## config.mk

```make
export PLATFORM = sky130hd
export DESIGN_NAME = crowd_word_tx
export DESIGN_NICKNAME = d
export VERILOG_FILES = /design/src/rtl/crowd_word_tx.sv
export SDC_FILE = /design/constraint.sdc
export NUM_CORES = 1
export LEC_CHECK = 0
export ABC_CLOCK_PERIOD_IN_PS = 2100
export CORE_MARGIN = 10
export CORE_UTILIZATION = 49
export CTS_CLUSTER_SIZE = 40
export DETAILED_ROUTE_END_ITERATION = 12
export GPL_TIMING_DRIVEN = 0
export HOLD_SLACK_MARGIN = 0.03
export PLACE_DENSITY = 0.87
export RECOVER_POWER = 50
export SYNTH_ARGS = -nofsm -noshare
export SYNTH_HDL_FRONTEND = slang
export SYNTH_SLANG_ARGS = --single-unit
```

## constraint.sdc

```tcl
create_clock -name CLK -period 2.1 [get_ports CLK]
set_input_delay 0.42 -clock CLK [delete_from_list [all_inputs] [get_ports CLK]]
set_output_delay 0.42 -clock CLK [all_outputs]
set_load 0.02 [all_outputs]
```

## src/rtl/crowd_word_tx.sv

```systemverilog
// Burst word generator for the two-group BCD crowd counter, with a built-in
// mirror of the counter's digits and sticky warning for cycle-level comparison.
module crowd_word_tx #(
    parameter logic [7:0] SEED = 8'hA5
) (
    input  logic       CLK,
    input  logic       RST,
    input  logic       start,
    input  logic       group,
    input  logic       dir,
    input  logic [3:0] count,
    input  logic       inject_bad,
    output logic [4:0] word,
    output logic       sel_out,
    output logic       mode_out,
    output logic       word_valid,
    output logic       busy,
    output logic       done,
    output logic [7:0] exp_h1,
    output logic [7:0] exp_h0,
    output logic [7:0] exp_n1,
    output logic [7:0] exp_n0,
    output logic       exp_warning
);

    typedef enum logic [1:0] {IDLE, SEND, BAD, DONE} state_t;

    localparam logic [4:0] BAD_WORD = 5'b10101;

    state_t     state, next_state;
    logic       grp_q, dir_q, bad_q;
    logic [3:0] rem_q;
    logic [7:0] lfsr;
    logic       accept, grp_n, dir_n;
    logic [4:0] word_n;
    logic       sel_n, mode_n, valid_n, busy_n, done_n;

    assign accept = (state == IDLE) && start;
    assign grp_n  = accept ? group : grp_q;
    assign dir_n  = accept ? dir   : dir_q;

    always_ff @(posedge CLK or posedge RST) begin
        if (RST) begin
            state <= IDLE;
            grp_q <= 1'b0;
            dir_q <= 1'b0;
            bad_q <= 1'b0;
            rem_q <= '0;
            lfsr  <= SEED;
        end else begin
            state <= next_state;
            lfsr  <= {lfsr[6:0], lfsr[7] ^ lfsr[5] ^ lfsr[4] ^ lfsr[3]};
            if (accept) begin
                grp_q <= group;
                dir_q <= dir;
                bad_q <= inject_bad;
                rem_q <= count;
            end else if (state == SEND) begin
                rem_q <= rem_q - 4'd1;
            end
        end
    end

    always_comb begin
        next_state = state;
        case (state)
            IDLE: begin
                if (start) begin
                    if (count != 4'd0)  next_state = SEND;
                    else if (inject_bad) next_state = BAD;
                    else                 next_state = DONE;
                end
            end
            SEND: begin
                if (rem_q == 4'd1) next_state = bad_q ? BAD : DONE;
            end
            BAD:     next_state = DONE;
            DONE:    next_state = IDLE;
            default: next_state = IDLE;
        endcase
    end

    // Outputs are decoded from next_state and registered, so each word lines up
    // with the state that produced it and nothing reaches a port combinationally.
    always_comb begin
        word_n  = '0;
        sel_n   = 1'b0;
        mode_n  = 1'b0;
        valid_n = 1'b0;
        busy_n  = 1'b0;
        done_n  = 1'b0;
        case (next_state)
            SEND: begin
                word_n  = {lfsr[4:2], grp_n, grp_n};
                sel_n   = grp_n;
                mode_n  = dir_n;
                valid_n = 1'b1;
                busy_n  = 1'b1;
            end
            BAD: begin
                word_n  = BAD_WORD;
                sel_n   = grp_n;
                mode_n  = dir_n;
                valid_n = 1'b1;
                busy_n  = 1'b1;
            end
            DONE:    done_n = 1'b1;
            default: ;
        endcase
    end

    always_ff @(posedge CLK or posedge RST) begin
        if (RST) begin
            word       <= '0;
            sel_out    <= 1'b0;
            mode_out   <= 1'b0;
            word_valid <= 1'b0;
            busy       <= 1'b0;
            done       <= 1'b0;
        end else begin
            word       <= word_n;
            sel_out    <= sel_n;
            mode_out   <= mode_n;
            word_valid <= valid_n;
            busy       <= busy_n;
            done       <= done_n;
        end
    end

    // One BCD step on {tens, ones}: saturate at 00 going down, wrap 20 -> 00 going up.
    function automatic logic [15:0] bcd_step(input logic [7:0] t, input logic [7:0] o,
                                             input logic up);
        logic [7:0] tn, on;
        tn = t;
        on = o;
        if (up) begin
            if (t == 8'd2) begin
                tn = '0;
                on = '0;
            end else if (o == 8'd9) begin
                tn = t + 8'd1;
                on = '0;
            end else begin
                on = o + 8'd1;
            end
        end else begin
            if (t == 8'd0 && o == 8'd0) begin
                tn = t;
            end else if (o == 8'd0) begin
                tn = t - 8'd1;
                on = 8'd9;
            end else begin
                on = o - 8'd1;
            end
        end
        return {tn, on};
    endfunction

    always_ff @(posedge CLK or posedge RST) begin
        if (RST) begin
            exp_h1      <= '0;
            exp_h0      <= '0;
            exp_n1      <= '0;
            exp_n0      <= '0;
            exp_warning <= 1'b0;
        end else if (word_valid) begin
            if (state == BAD) begin
                exp_warning <= 1'b1;
            end else if (grp_q) begin
                {exp_n1, exp_n0} <= bcd_step(exp_n1, exp_n0, dir_q);
            end else begin
                {exp_h1, exp_h0} <= bcd_step(exp_h1, exp_h0, dir_q);
            end
        end
    end

endmodule

```

==> impl_table.tex, run 1 <==
\begin{tabular}{lr}
\hline
Metric & Value \\
\hline
\multicolumn{2}{l}{\textbf{Outcome}} \\
\quad Outcome & complete, but fails checks \\
\quad Violated checks & setup timing \\
\multicolumn{2}{l}{\textbf{Finish}} \\
\quad Antenna Diode Count & 0 \\
\quad Area growth syn-to-layout & 34.3\% \\
\quad Highest-count cells in the layout ignoring fill and taps & 50 x sky130\_fd\_sc\_hd\_\_dfrtp\_1, 50 x sky130\_fd\_sc\_hd\_\_clkdlybuf4s50\_1, 35 x sky130\_fd\_sc\_hd\_\_nand2\_1 \\
\quad Net total in the final layout & approximately 500 \\
\quad Fraction of layout instances using a drive strength above 1 & 19.8\% \\
\quad Summed area of non-filler cells in the final layout & $\sim$4700 µm² \\
\quad Final design utilization & approximately 70\% \\
\multicolumn{2}{l}{\textbf{Floorplan}} \\
\quad I/O pin count & 53 \\
\quad Die outline height & 105 µm \\
\quad Die Width & 105 µm \\
\quad Placeable core area & 6870 µm² \\
\quad Effective utilization at floorplan & 51.1\% \\
\quad Die Area & 10900 µm² \\
\quad Number of placement rows & 30 \\
\multicolumn{2}{l}{\textbf{CTS}} \\
\quad Clock tree from TritonCTS & yes \\
\quad Total clock sinks & 59 \\
\quad Clock-pin slew of the registers on the worst-case setup and hold paths & around 80 ps \\
\quad H-tree level count & 3 \\
\quad Insertion delay of the later-clocked pin in the worst-skew pair & 360 ps \\
\quad Number of buffers created by CTS & 9 \\
\quad Cell at the root of the clock tree & sky130\_fd\_sc\_hd\_\_clkbuf\_8 \\
\quad Maximum clock path buffer count & 2 \\
\multicolumn{2}{l}{\textbf{Detailed routing}} \\
\quad Vias after detailed routing & 3380 \\
\quad Post-detailed-route count of antenna-violating nets & 0 \\
\quad Detailed-route DRC error count & 0 \\
\quad Routed via count divided by cell count & 5.98 \\
\quad DR iter-0 viols & $\sim$260 \\
\quad Drt total wl & 9820 µm \\
\quad Number of iterations in the first detailed-routing pass & 6 \\
\quad Post-DR wirelength/cell & 17.4 µm \\
\multicolumn{2}{l}{\textbf{Logic synthesis}} \\
\quad Gate count of the mapped netlist & $\sim$380 \\
\quad Number of synthesized flops with an enable pin & 0 \\
\quad Netlist Area Pre-Place & around 3500 µm² \\
\quad Sequential-to-total area share from yosys stat & $\sim$42\% \\
\quad Count of distinct cell types in the synthesized netlist & 58 \\
\quad Top cells by area, synth & sky130\_fd\_sc\_hd\_\_dfrtp\_1 39\%, sky130\_fd\_sc\_hd\_\_ha\_1 7.5\%, sky130\_fd\_sc\_hd\_\_a21oi\_1 4.7\% \\
\quad Post-synthesis async set-or-reset flop share & 100\% \\
\quad Largest area contributor in the synthesized netlist & sky130\_fd\_sc\_hd\_\_dfrtp\_1 \\
\quad Warning count from the yosys run & 0 \\
\quad Register bit count reported by yosys & 59 \\
\quad Predominant post-synthesis flop cell & sky130\_fd\_sc\_hd\_\_dfrtp\_1 \\
\quad Synthesized area per cell & 9.21 µm² \\
\quad Syn nets & 412 \\
\quad Area share of the leading cell type in the synthesized netlist & 39.2\% \\
\multicolumn{2}{l}{\textbf{Hold path}} \\
\quad Hold Path Class & flop to flop \\
\multicolumn{2}{l}{\textbf{Critical path}} \\
\quad Data arrival, critical path & 2420 ps \\
\quad Max Fanout on Critical Path & 10 \\
\quad Critical path required time & between 2000 and 2500 ps \\
\quad Kind of end point of the critical path & flop \\
\quad Reg2Reg Setup Slack & -90 ps \\
\quad Launching element type of the critical path & flop \\
\quad Type of the worst setup path & flop to flop \\
\multicolumn{2}{l}{\textbf{GRT}} \\
\quad Pin count of the biggest net entering global routing & 43 \\
\quad Number of antenna violations at the first check in global routing & 0 \\
\quad Tot GR Track Use & 16.8\% \\
\quad Gr ovfl total & 0 \\
\quad Number of global-route vias before repair & 3268 \\
\quad First-pass GRT wire length & 15600 µm \\
\multicolumn{2}{l}{\textbf{Place}} \\
\quad Post-Place Setup Slack & -465 ps \\
\quad Final weighted congestion in routability-driven placement & 0.933 \\
\quad Detailed placement HPWL & 6420 µm \\
\quad Cell Area, Placed & 4180 µm² \\
\quad Number of buffer cells added on primary ports & 52 \\
\multicolumn{2}{l}{\textbf{Timing}} \\
\quad Pin slew with the least headroom to its limit & 693 ps \\
\quad Final worst setup slack & -88.6 ps \\
\quad Final clock period utilization by the worst path & 104\% \\
\quad Max-slew violations & 0 \\
\quad Worst clock skew on the final layout & 12.2 ps \\
\quad Shortest period the worst path allows & 2190 ps \\
\quad Fmax & between 0.4 and 0.5 GHz \\
\quad Endpoints failing setup & 6 \\
\quad Max-slew headroom & 53.8\% \\
\quad Final hold viol count & 0 \\
\quad Setup repair after global routing missed its margin & true \\
\multicolumn{2}{l}{\textbf{Pwr}} \\
\quad Power per standard cell area & 1660 nW/µm² \\
\quad Leakage power & 1.98 nW \\
\quad Worst VDD drop & between 900 and 1000 µV \\
\multicolumn{2}{l}{\textbf{Job}} \\
\quad MaxCap Viol Count & 0 \\
\hline
\end{tabular}
kinds of logic (layout without fill, tap and decap cells):
| logic type | count (synthesis) | in the layout | share of synthesized area (%) |
|---|---|---|---|
| AOI/OAI and AO/OA | 110 | 110 | 19.8 |
| xor gates and xnor gates | 12 | 12 | 2.99 |
| and+or+nand+nor | 141 | 141 | 21.8 |
| buffers and inverters | 35 | 123 | 4.85 |
| muxes | 3 | 3 | 0.927 |
| adders and majority gates | 21 | 21 | 7.49 |
| DFF | 59 | 59 | 42.2 |
repair_timing:
item / CTS / global route
setup endpoints to repair: 33 / 36
pin swaps: 9 / 17
resized for setup: 15 / 33
gates cloned: 0 / 0
hold buffers: 0 / 0
buffers inserted: 11 / 8
where the power goes:
group	switching [mW]	leakage (nW)	internal [mW]	total (mW)
combinational	2.59	1.15	1.92	4.51
clock	0.500	0.106	0.670	1.17
sequential	0.577	0.722	1.57	2.15
total	3.67	1.98	4.16	7.82
sequential cells by signal, summed over array words and instances, names as in the netlist:
signal	flops
bad_q	1
lfsr	8
grp_q	1
sel_out	1
exp_n0	8
rem_q	4
exp_h1	8
exp_warning	1
mode_out	1
exp_n1	8
state	2
exp_h0	8
busy	1
done	1
word	5
dir_q	1
path summary, 6_finish.rpt:
kind,from,endpoint,cells past startpoint
max,exp_n0[4],exp_n1[7],7
min,lfsr[1],lfsr[2],0
max reg2reg,exp_n0[4],exp_n1[7],7
min reg2reg,lfsr[1],lfsr[2],0
max in group asynchronous,RST,exp_h0[5],3
min in group asynchronous,RST,exp_n1[4],2
layout make-up:
type | count | area, µm²
timing repair buffer | 72 | 673
tap | 96 | 120
clock inverter | 6 | 90.1
buffer | 13 | 91.3
sequential | 59 | 1490
clock buffer | 10 | 128
inverter | 22 | 82.6
fill | 491 | 2150
multi-input combinational | 287 | 2040
critical path, cell delays in order, from the launching register on:
cell and delay [ps]:
sky130_fd_sc_hd__dfrtp_1 370, sky130_fd_sc_hd__buf_2 180, sky130_fd_sc_hd__nor4_4 370, sky130_fd_sc_hd__nand4b_1 260, sky130_fd_sc_hd__a211oi_2 380, sky130_fd_sc_hd__a21oi_4 130, sky130_fd_sc_hd__a2111oi_4 290, sky130_fd_sc_hd__a21oi_1 70
synthesized netlist by cell type, drive strengths merged, types with 7 or more instances:
| master | n |
|---|---|
| nand2 | 37 |
| a31oi | 12 |
| and3 | 9 |
| nor2 | 30 |
| nor4 | 8 |
| nor3 | 8 |
| clkbuf | 8 |
| inv | 22 |
| ha | 21 |
| o21ai | 22 |
| nand3 | 17 |
| o31ai | 7 |
| dfrtp | 55 |
| a21oi | 34 |
layer usage:
| metal | share of wire [%] | up-vias | track usage [%] |
|---|---|---|---|
| met2 | 51 | 152 | 28.3 |
| met1 | 40 | 1656 | 19.6 |
| met5 | 0 | - | 0 |
| met3 | 7.3 | 19 | 5.16 |
| li1 | - | 1553 | - |
| met4 | 1.8 | 0 | 6.67 |
per-stage QoR:
stage	hold WS (ps)	cells	TNS, ps	total power [mW]
finish	352	565	-232	7.82
global route	372	565	-1440	8.33
CTS	354	557	-39.4	7.47
detailed placement	350	530	-5750	6.07
global placement	339	529	-47400	5.90
floorplan	333	381	-11.3	4.65
No activity file was read; power rests on OpenSTA's default activity.
==> run 2: changes to the inputs <==
--- a/config.mk
+++ b/config.mk
@@ -13,7 +13,7 @@
 export GPL_TIMING_DRIVEN = 0
 export HOLD_SLACK_MARGIN = 0.03
 export PLACE_DENSITY = 0.87
-export RECOVER_POWER = 50
+export RECOVER_POWER = 100
 export SYNTH_ARGS = -nofsm -noshare
 export SYNTH_HDL_FRONTEND = slang
 export SYNTH_SLANG_ARGS = --single-unit
==> run 2 against run 1 <==
  * The flow still finishes with violations (setup timing)
  * Global-route usage did not move
  * Sequential cell count unchanged
  * Utilization decreased by 0.22 points
  * Critical path depth unchanged
  * Clock skew is essentially flat
  * Count of clock-buffer cells in the layout did not move
  * First-iteration DRC count down 5.5%
  * Wire length decreased by 0.17%
  * Sequential power hardly changed
  * Clock power is essentially flat
  * Maximum frequency up 0.45%
  * Non-clock buffer count stayed put
  * Largest cell class unchanged
  * Highest routed layer unchanged
==> impl_table.tex, run 2 (synthesis gave the netlist of run 1 again) <==
\begin{tabular}{lr}
\hline
Metric & Value \\
\hline
\multicolumn{2}{l}{\textbf{Pwr}} \\
\quad Relative contribution of sequential cells to total power & 27.7\% (+0.2 points) \\
\quad Power per standard cell area & 1630 nW/µm² (-1.7\%) \\
\quad Worst VDD drop & 932 µV (-1.5\%) \\
\quad Internal power & 4.04 mW (-2.9\%) \\
\quad Reported net switching power & 3.63 mW (-0.91\%) \\
\quad Combinational share of power & 57.1\% (-0.5 points) \\
\quad Switching part of the total & 47.4\% (+0.52 points) \\
\quad Leakage power & 2.04 nW (+2.9\%) \\
\quad Overall power & 7.67 mW (-2.0\%) \\
\quad Portion of total power attributed to the clock network & 15.2\% (+0.3 points) \\
\multicolumn{2}{l}{\textbf{Critical path}} \\
\quad Origin of the worst setup path & exp\_n0[4] \\
\quad Reg-to-reg startpoint & exp\_n0[4] \\
\quad Critical path required time & 2330 ps (about the same) \\
\quad Type of the worst setup path & flop to flop \\
\quad Kind of end point of the critical path & flop \\
\quad Launching element type of the critical path & flop \\
\quad Data arrival, critical path & 2410 ps (about the same) \\
\quad Max Fanout on Critical Path & 10 (unchanged) \\
\multicolumn{2}{l}{\textbf{Timing}} \\
\quad Shortest period the worst path allows & 2180 ps (-9.87 ps) \\
\quad Max-slew violations & 0 (unchanged) \\
\quad Max-slew headroom & 54.2\% (+0.38 points) \\
\quad Setup repair after global routing missed its margin & true \\
\quad Pin slew with the least headroom to its limit & 687 ps (-5.76 ps) \\
\quad Setup TNS Final & -193 ps (+39.4 ps) \\
\quad Final hold viol count & 0 (unchanged) \\
\quad Endpoints failing setup & 5 (-1) \\
\quad Fmax & 0.459 GHz (+0.45\%) \\
\quad Worst clock skew on the final layout & 12.0 ps (-0.185 ps) \\
\quad Final worst setup slack & -78.7 ps (+9.87 ps) \\
\quad Hold Slack & 355 ps (+2.49 ps) \\
\quad Final clock period utilization by the worst path & 104\% (-0.47 points) \\
\multicolumn{2}{l}{\textbf{Place}} \\
\quad Detailed placement HPWL & 6420 µm (unchanged) \\
\quad Cell Area, Placed & 4180 µm² (unchanged) \\
\quad Post-Place Setup Slack & -465 ps (unchanged) \\
\quad Final weighted congestion in routability-driven placement & 0.933 (unchanged) \\
\quad Count of placed standard cells including taps & 530 (unchanged) \\
\quad Number of buffer cells added on primary ports & 52 (unchanged) \\
\multicolumn{2}{l}{\textbf{GRT}} \\
\quad Met3 Usage GRT & 5.16\% (unchanged) \\
\quad M1 GR Usage & 19.6\% (unchanged) \\
\quad Pin count of the biggest net entering global routing & 43 (unchanged) \\
\quad Gr ovfl total & 0 (unchanged) \\
\quad Met2 Usage GRT & 28.3\% (unchanged) \\
\quad Number of global-route vias before repair & 3268 (unchanged) \\
\quad Tot GR Track Use & 16.8\% (unchanged) \\
\quad Number of antenna violations at the first check in global routing & 0 (unchanged) \\
\quad First-pass GRT wire length & 15600 µm (unchanged) \\
\quad Grt peak-use layer & met2 \\
\multicolumn{2}{l}{\textbf{CTS}} \\
\quad Total clock sinks & 59 (unchanged) \\
\quad Maximum clock path buffer count & 2 (unchanged) \\
\quad Clock tree from TritonCTS & yes \\
\quad Hold Buf Count CTS & 0 (unchanged) \\
\quad Number of buffers created by CTS & 9 (unchanged) \\
\quad Insertion delay of the later-clocked pin in the worst-skew pair & 350 ps (about the same) \\
\quad Cell at the root of the clock tree & sky130\_fd\_sc\_hd\_\_clkbuf\_8 \\
\quad H-tree level count & 3 (unchanged) \\
\quad Clock-pin slew of the registers on the worst-case setup and hold paths & 80 ps (about the same) \\
\multicolumn{2}{l}{\textbf{Floorplan}} \\
\quad Number of placement rows & 30 (unchanged) \\
\quad I/O pin count & 53 (unchanged) \\
\quad Die Area & 10900 µm² (unchanged) \\
\quad Effective utilization at floorplan & 51.1\% (unchanged) \\
\quad Die outline height & 105 µm (unchanged) \\
\quad Die Width & 105 µm (unchanged) \\
\quad Placeable core area & 6870 µm² (unchanged) \\
\multicolumn{2}{l}{\textbf{Finish}} \\
\quad Final cell count without fillers & 565 (unchanged) \\
\quad Antenna Diode Count & 0 (unchanged) \\
\quad Highest-count cells in the layout ignoring fill and taps & 51 x sky130\_fd\_sc\_hd\_\_dfrtp\_1, 40 x sky130\_fd\_sc\_hd\_\_dlygate4sd3\_1, 35 x sky130\_fd\_sc\_hd\_\_nand2\_1 \\
\quad Most common library cell in the layout ignoring fill and taps & sky130\_fd\_sc\_hd\_\_dfrtp\_1 \\
\quad Fraction of layout instances using a drive strength above 1 & 19.2\% (-0.64 points) \\
\quad Final design utilization & 68.4\% (-0.22 points) \\
\quad Summed area of non-filler cells in the final layout & 4700 µm² (-0.32\%) \\
\quad Final-layout fill cell count & 493 (+0.41\%) \\
\quad Net total in the final layout & 495 (unchanged) \\
\quad Area growth syn-to-layout & 33.9\% \\
\multicolumn{2}{l}{\textbf{Outcome}} \\
\quad Violated checks & setup timing \\
\quad Outcome & complete, but fails checks \\
\multicolumn{2}{l}{\textbf{Detailed routing}} \\
\quad Drt total wl & 9800 µm (-0.17\%) \\
\quad Detailed-route DRC error count & 0 (unchanged) \\
\quad Number of iterations in the first detailed-routing pass & 5 (-1) \\
\quad DR iter-0 viols & 241 (-5.5\%) \\
\quad Post-DR wirelength/cell & 17.4 µm (-0.17\%) \\
\quad Routed via count divided by cell count & 5.96 (-0.44\%) \\
\quad Vias after detailed routing & 3365 (-0.44\%) \\
\quad Post-detailed-route count of antenna-violating nets & 0 (unchanged) \\
\multicolumn{2}{l}{\textbf{Hold path}} \\
\quad Hold Path Class & flop to flop \\
\quad Worst Hold Launch & lfsr[1] \\
\multicolumn{2}{l}{\textbf{Job}} \\
\quad MaxCap Viol Count & 0 (unchanged) \\
\hline
\end{tabular}
run 2: changes by cell type in the layout (fill, tap and decap cells not counted):
cell	before	now
sky130_fd_sc_hd__clkdlybuf4s50_1	50	11
sky130_fd_sc_hd__nor4_4	3	2
sky130_fd_sc_hd__o31ai_1	6	7
sky130_fd_sc_hd__dfrtp_2	5	4
sky130_fd_sc_hd__o31ai_2	1	0
sky130_fd_sc_hd__mux2_1	0	1
sky130_fd_sc_hd__nor4_2	3	4
sky130_fd_sc_hd__dlygate4sd3_1	1	40
sky130_fd_sc_hd__mux2_2	2	1
sky130_fd_sc_hd__dfrtp_1	50	51
run 2: path summary, 6_finish.rpt:
| kind | cells after the start | end | slack, ps |
|---|---|---|---|
| worst max register to register | 7 | exp_n1[7] | -80 |
| max in group asynchronous | 3 | exp_h0[5] | 370 |
| worst max-delay path | 7 | exp_n1[7] | -80 |
| worst min register to register | 0 | lfsr[2] | 350 |
| min in group asynchronous | 2 | exp_n1[4] | 610 |
| worst min-delay path | 0 | lfsr[2] | 350 |
run 2: critical path: stages (launching register included):
cell,delay [ps]
sky130_fd_sc_hd__dfrtp_1,370
sky130_fd_sc_hd__buf_2,180
sky130_fd_sc_hd__nor4_4,350
sky130_fd_sc_hd__nand4b_1,250
sky130_fd_sc_hd__a211oi_2,380
sky130_fd_sc_hd__a21oi_4,130
sky130_fd_sc_hd__a2111oi_4,300
sky130_fd_sc_hd__a21oi_1,80
run 2: layout make-up:
| class | count | area [µm²] | share of cell area (%) |
|---|---|---|---|
| clock inverters | 6 | 90.1 | 1.92 |
| well taps | 96 | 120 | 2.56 |
| clock buffers | 10 | 128 | 2.72 |
| multi-input cells | 287 | 2030 | 43.2 |
| flip-flops and latches | 59 | 1490 | 31.6 |
| plain buffers | 13 | 91.3 | 1.94 |
| inverters | 22 | 82.6 | 1.76 |
| repair buffers | 72 | 673 | 14.3 |
run 2: metal layers:
metal / vias to the layer above / part of all wire (%)
met5: - / 0
met4: 0 / 2.0
met3: 20 / 6.5
met2: 133 / 50
met1: 1654 / 41
li1: 1558 / -
run 2: repair_timing:
item	CTS	global route
pin swaps	9	17
buffers inserted	11	8
gates cloned	0	0
setup endpoints to repair	33	36
resized for setup	15	33
run 2: power by group through the flow:
stage	logic (mW)	clock network (mW)	registers [mW]
after floorplan	2.23	0	2.42
after global placement	3.80	0	2.10
after detailed placement	3.95	0	2.12
after CTS	4.19	1.17	2.11
after global routing	4.75	1.23	2.20
final	4.38	1.17	2.12
